### src/rtl/program_counter.sv
`default_nettype none
// ============================================================================
// Module      : program_counter
// Description : Fetch-stage PC register with synchronous active-low reset and
//               load enable; stalls hold the current value.
// Revision    : 1.0 - initial release
// ============================================================================
module program_counter #(
    parameter int unsigned           WIDTH        = 32,
    parameter logic [WIDTH-1:0]      RESET_VECTOR = 32'h0000_0000
) (
    input  logic             CLK,
    input  logic             RST,
    input  logic             PC_En,
    input  logic [WIDTH-1:0] PC_In,
    output logic [WIDTH-1:0] PC_Out
);

    // Reset outranks enable; values load verbatim with no alignment masking.
    always_ff @(posedge CLK) begin
        if (!RST) begin
            PC_Out <= RESET_VECTOR;
        end else if (PC_En) begin
            PC_Out <= PC_In;
        end
    end

endmodule
`default_nettype wire

### config.mk
export PLATFORM = sky130hd
export DESIGN_NAME = program_counter
export DESIGN_NICKNAME = d
export VERILOG_FILES = /design/src/rtl/program_counter.sv
export SDC_FILE = /design/constraint.sdc
export NUM_CORES = 1
export LEC_CHECK = 0
export ABC_AREA = 1
export BUFFER_PORTS_ARGS = -buffer_cell sky130_fd_sc_hd__clkbuf_2
export CAP_MARGIN = 0
export CORE_MARGIN = 3
export CORE_UTILIZATION = 48
export DETAILED_ROUTE_END_ITERATION = 16
export MAX_ROUTING_LAYER = met4
export PLACE_DENSITY_LB_ADDON = 0.2
export SKIP_LAST_GASP = 1
export SLEW_MARGIN = 30
export SYNTH_ARGS = -nofsm -noshare
export SYNTH_HDL_FRONTEND = slang
export SYNTH_SLANG_ARGS = --single-unit
### constraint.sdc
create_clock -name CLK -period 1.15 [get_ports CLK]
set_clock_uncertainty 0.1 [all_clocks]
set_input_delay 0.0575 -clock CLK [delete_from_list [all_inputs] [get_ports CLK]]
set_output_delay 0.0575 -clock CLK [all_outputs]
set_load 0.05 [all_outputs]
==> results of run 1 <==
[cell type report]
| type | count | area (um^2) |
|---|---|---|
| Timing Repair Buffer | 103 | 713 |
| Tap cell | 30 | 37.5 |
| Clock inverter | 2 | 10.0 |
| Fill cell | 204 | 514 |
| Multi-Input combinational cell | 128 | 480 |
| Clock buffer | 6 | 51.3 |
| Inverter | 32 | 120 |
| Sequential cell | 32 | 641 |
[power breakdown]
part | switching, uW | total (uW) | leakage, uW | internal, uW
Sequential | 39.1 | 1220 | 0.000266 | 1190
Combinational | 459 | 706 | 0.000921 | 247
Clock | 373 | 663 | 0.0000380 | 291
Total | 871 | 2590 | 0.00122 | 1720
[cell usage in the layout (no fill, tap or decap), drive strengths merged]
cell / n
clkinv: 2
nor2: 64
dfxtp: 32
clkbuf: 62
dlygate4sd3: 32
nand2: 64
inv: 32
buf: 15
[worst min path at each step]
stage | startpoint | end | slack (ps) | cells past startpoint
after floorplan | RST | PC_Out[29] | 80 | 2
after global placement | PC_In[23] | PC_Out[23] | 240 | 5
after detailed placement | PC_In[10] | PC_Out[10] | 240 | 5
after CTS | RST | PC_Out[5] | 20 | 4
after global routing | RST | PC_Out[4] | 30 | 4
final | RST | PC_Out[10] | 20 | 4
[metrics by stage]
stage / std cells / util
after CTS: 333 / 0.800
final: 333 / 0.800
after global placement: 293 / 0.651
after global routing: 333 / 0.800
after detailed placement: 293 / 0.651
after floorplan: 202 / -
[repair_timing]
item                                   4_1_cts  5_1_grt
resized for setup                            0       10
hold buffers                                32        0
setup endpoints to repair                    0       10
endpoints found under the hold margin       32        0
buffers inserted                             0        0
[cells by family (layout without fill, tap and decap cells)]
| logic type | after synthesis | after routing | share of synthesized area |
|---|---|---|---|
| simple gates | 128 | 128 | 0.360 |
| buf+inv | 42 | 143 | 0.160 |
| flops | 32 | 32 | 0.480 |
[routing by layer]
metal | wire length (um) | up-vias
li1 | - | 765
met1 | 1340 | 553
met2 | 1660 | 50
met3 | 255 | 7
met4 | 61 | 0
met5 | 0 | -
==> results.cfg, run 1 <==
[floorplan]
dieArea_mm2 = 0.00345
initial_core_util = 0.520
num_io_pins = 67
die_h_um = 58.7
num_rows = 18
core_area_mm2 = 0.00257
die_w_um = 58.7

[layout]
final_area_mm2 = 0.00205
largest_reg_flops = 32
n_antenna_cell = 0
top_regs = PC_Out (32)
nets = 337
top_register = PC_Out
area_growth_pct = 53.8
drive_gt1_frac = 0.261

[timing]
hold_viol = 0
timing.final.crit_share = 0.973
finalCriticalPeriod_ps = 1120
tightest_slew_ps = 293
fmax_mhz = 894
fin_ws_ps = 31.2
rsz0062_at_grt = yes
finalSetupViolCount = 0
drv_slew = 0
hold_slack_ps = 23.3
fin_setup_tns_ps = 0
slew_headroom = 0.805

[synth]
yosysUniqueCellTypes = 6
syn-num-nets = 237
synth_common_cells = nand2_1, nor2_1, dfxtp_1, inv_1, buf_6
synth_top_cell_area_share = 0.480
ys_ff_latch = 32
yosysWarnings = 0
synthCells = 202
seq_area_frac_synth = 0.480
synth.largest_area_cell = dfxtp_1
synthArstFlopShare = 0
netlist_area_mm2 = 0.00134
synth_area_per_cell_um2 = 6.61
synthTopCellsByArea = dfxtp_1, nand2_1, nor2_1, inv_1, buf_6
synth-edff-count = 0
ys.flop_type = dfxtp_1

[critical_path]
r2r-end = PC_Out[29]
crit_required_ps = 990
worst-r2r-setup-slack_ps = 480
worstPathCellList = buf_2
reg2regPathDepth = 2
endpoint_kind = output port
critical_path.top_delay_family = flip-flops
crit_start = PC_Out[5]
worst-path-buf-inv = 1
arrival_ps = 960
path_depth = 1
slowest_stage = dfxtp_1
r2r_start = PC_Out[29]
worstPathMaxFanout = 2
slowest_delay_ps = 360
crit_type = reg2out
endpoint = PC_Out[5]
start_kind = register

[clocking]
clk_latency_ps = 320
cts_max_path_buffers = 2
cts_htree_levels = 2
cts_tree = built
numCtsBuffers = 5
clkTransAtPathRegs_ps = 100
root_buffer = clkbuf_4
cts_sinks = 32

[power]
vdd_ir_drop_max_mv = 1.27
leakage_uw = 0.00122
power.total_uw = 2590
cellPowerDensity_mw_per_mm2 = 1260

[placed_design]
place.gp.congestion = 0.721
dp_slack_ps = 321
place_hpwl_um = 1950
port-buffer-count = 66
placed_area_mm2 = 0.00167

[min_path]
hold_path_class = in2reg

[global_routing]
antenna_found_initial = 0
top_usage_layer = met2
met3_usage = 0.0570
first_global_vias = 1255
met2_usage = 0.364
grt_pass1_wl_um = 5340
grt_usage = 0.212
grt_max_degree = 25
overflow = 0
grtUsageMet1 = 0.228

[job]
drv_cap = 0

[route]
drtIter0Drc = 54
ant_nets = 0
wire_per_inst_um = 9.94
vias = 1375
vias_per_cell = 4.13
drt-pass1-iter-count = 4
drc = 0
totalWireLength_um = 3310

[outcome]
outcome = completed
(Power assumes the default switching activity.)
==> inputs of run 2 (changes only) <==
Settings changed: ABC_AREA 1 to 0, CORE_UTILIZATION 48 to 47.
==> run 2 against run 1 <==
Cell area fell by 5.9%. Critical path depth stayed put. Cell count decreased by 30%. Synthesized area fell by 6.8%. Non-clock buffer count fell by 4. Synthesized cell count fell by 49%. Combinational power fell by 14%.
==> results.cfg, run 2 <==
[floorplan]
initial_core_util = 0.497
core_area_mm2 = 0.00250
num_io_pins = 67
die_h_um = 57.4
dieArea_mm2 = 0.00330
num_rows = 18
die_w_um = 57.4

[critical_path]
crit_required_ps = 990
start_kind = register
crit_type = reg2out
slowest_stage = dfxtp_1
worst-path-buf-inv = 1
worstPathMaxFanout = 2
arrival_ps = 970
worstPathCellList = buf_2
endpoint_kind = output port
slowest_delay_ps = 360
critical_path.top_delay_family = flip-flops

[power]
cellPowerDensity_mw_per_mm2 = 1270
leakage_uw = 0.000972
vdd_ir_drop_max_mv = 1.01

[job]
drv_cap = 0

[synth]
netlist_area_mm2 = 0.00124
synthArstFlopShare = 0
syn-num-nets = 138
synthCells = 103
yosysWarnings = 0
synth_area_per_cell_um2 = 12.1
seq_area_frac_synth = 0.515
synth_common_cells = dfxtp_1, mux2i_1, nor2b_1
yosysUniqueCellTypes = 6
ys_ff_latch = 32
ys.flop_type = dfxtp_1
synth.largest_area_cell = dfxtp_1
synth-edff-count = 0
synth_top_cell_area_share = 0.515
synthTopCellsByArea = dfxtp_1, mux2i_1, nor2b_1, buf_12, buf_6

[layout]
layout_commonest_cell = clkbuf_2
largest_reg_flops = 32
top_register = PC_Out
utilization = 0.773
drive_gt1_frac = 0.360
n_antenna_cell = 0
nets = 237
layout_common_cells = clkbuf_2, dfxtp_1, mux2i_1, nor2b_1, dlygate4sd3_1
area_growth_pct = 55.4
finalNonFillerCells = 233
top_regs = PC_Out (32)

[route]
wire_per_inst_um = 12.6
vias_per_cell = 4.55
drt-pass1-iter-count = 2
drtIter0Drc = 16
totalWireLength_um = 2930
vias = 1059
ant_nets = 0
drc = 0

[clocking]
root_buffer = clkbuf_4
cts_max_path_buffers = 2
cts_sinks = 32
clkTransAtPathRegs_ps = 90
clk_latency_ps = 310
numCtsBuffers = 5
cts_htree_levels = 2
cts_tree = built

[placed_design]
dp.cells = 193
place.gp.congestion = 0.644
place_hpwl_um = 1690
port-buffer-count = 66

[global_routing]
grt_usage = 0.195
antenna_found_initial = 0
first_global_vias = 1112
grt_pass1_wl_um = 4780
grt_max_degree = 33
overflow = 0

[timing]
timing.final.crit_share = 0.978
fmax_mhz = 889
finalCriticalPeriod_ps = 1120
hold_slack_ps = 190
tightest_slew_ps = 461
slew_headroom = 0.693
drv_slew = 0
hold_viol = 0
rsz0062_at_grt = yes
finalSetupViolCount = 0

[outcome]
outcome = completed

[min_path]
hold_path_class = in2reg
run 2: worst register-to-register path, cell delays in order, from the launching register on:
cell,delay (ps)
dfxtp_1,320
mux2i_1,150
nor2b_1,60
run 2: final timing paths:
| kind | startpoint | endpoint | slack, ps | cells past startpoint |
|---|---|---|---|---|
| setup / recovery | PC_Out[26] | PC_Out[26] | 30 | 1 |
| setup reg to reg | PC_Out[15] | PC_Out[15] | 410 | 2 |
| hold / removal | PC_En | PC_Out[28] | 190 | 4 |
| hold reg to reg | PC_Out[1] | PC_Out[1] | 420 | 2 |
run 2: layer usage:
layer | track usage | share of wire
met1 | 0.194 | 0.37
met2 | 0.348 | 0.55
met3 | 0.0475 | 0.052
met4 | 0.0993 | 0.026
met5 | - | 0
run 2: cell type report:
class	count	area (um^2)
Tap cell	30	37.5
Multi-Input combinational cell	64	520
Sequential cell	32	641
Clock buffer	8	58.8
Fill cell	157	567
Timing Repair Buffer	99	676
run 2: metrics by stage:
step	power (uW)	setup WS, ps	TNS, ps	area [um^2]
finish	2460	25.4	0	1930
global route	2590	-13.2	-23.3	1930
CTS	2490	22.4	0	1930
detailed placement	1750	209	0	1550
global placement	1740	262	0	1550
floorplan	1630	147	0	1240
run 2: cells by family (layout without fill, tap and decap cells):
group / count (synthesis) / after routing / share of synthesized area
DFF: 32 / 32 / 0.515
muxes: 32 / 32 / 0.258
and+or+nand+nor: 32 / 32 / 0.161
buffers and inverters: 7 / 107 / 0.0664
run 2: power by group:
part	internal (uW)	switching, uW
Sequential	1170	32.8
Combinational	243	365
Clock	302	341
run 2: timing repair:
item                                   in CTS  in global routing
buffers inserted                            0                  0
setup endpoints to repair                   0                  6
resized for setup                           0                  8
hold buffers                               32                  0
endpoints found under the hold margin      32                  0
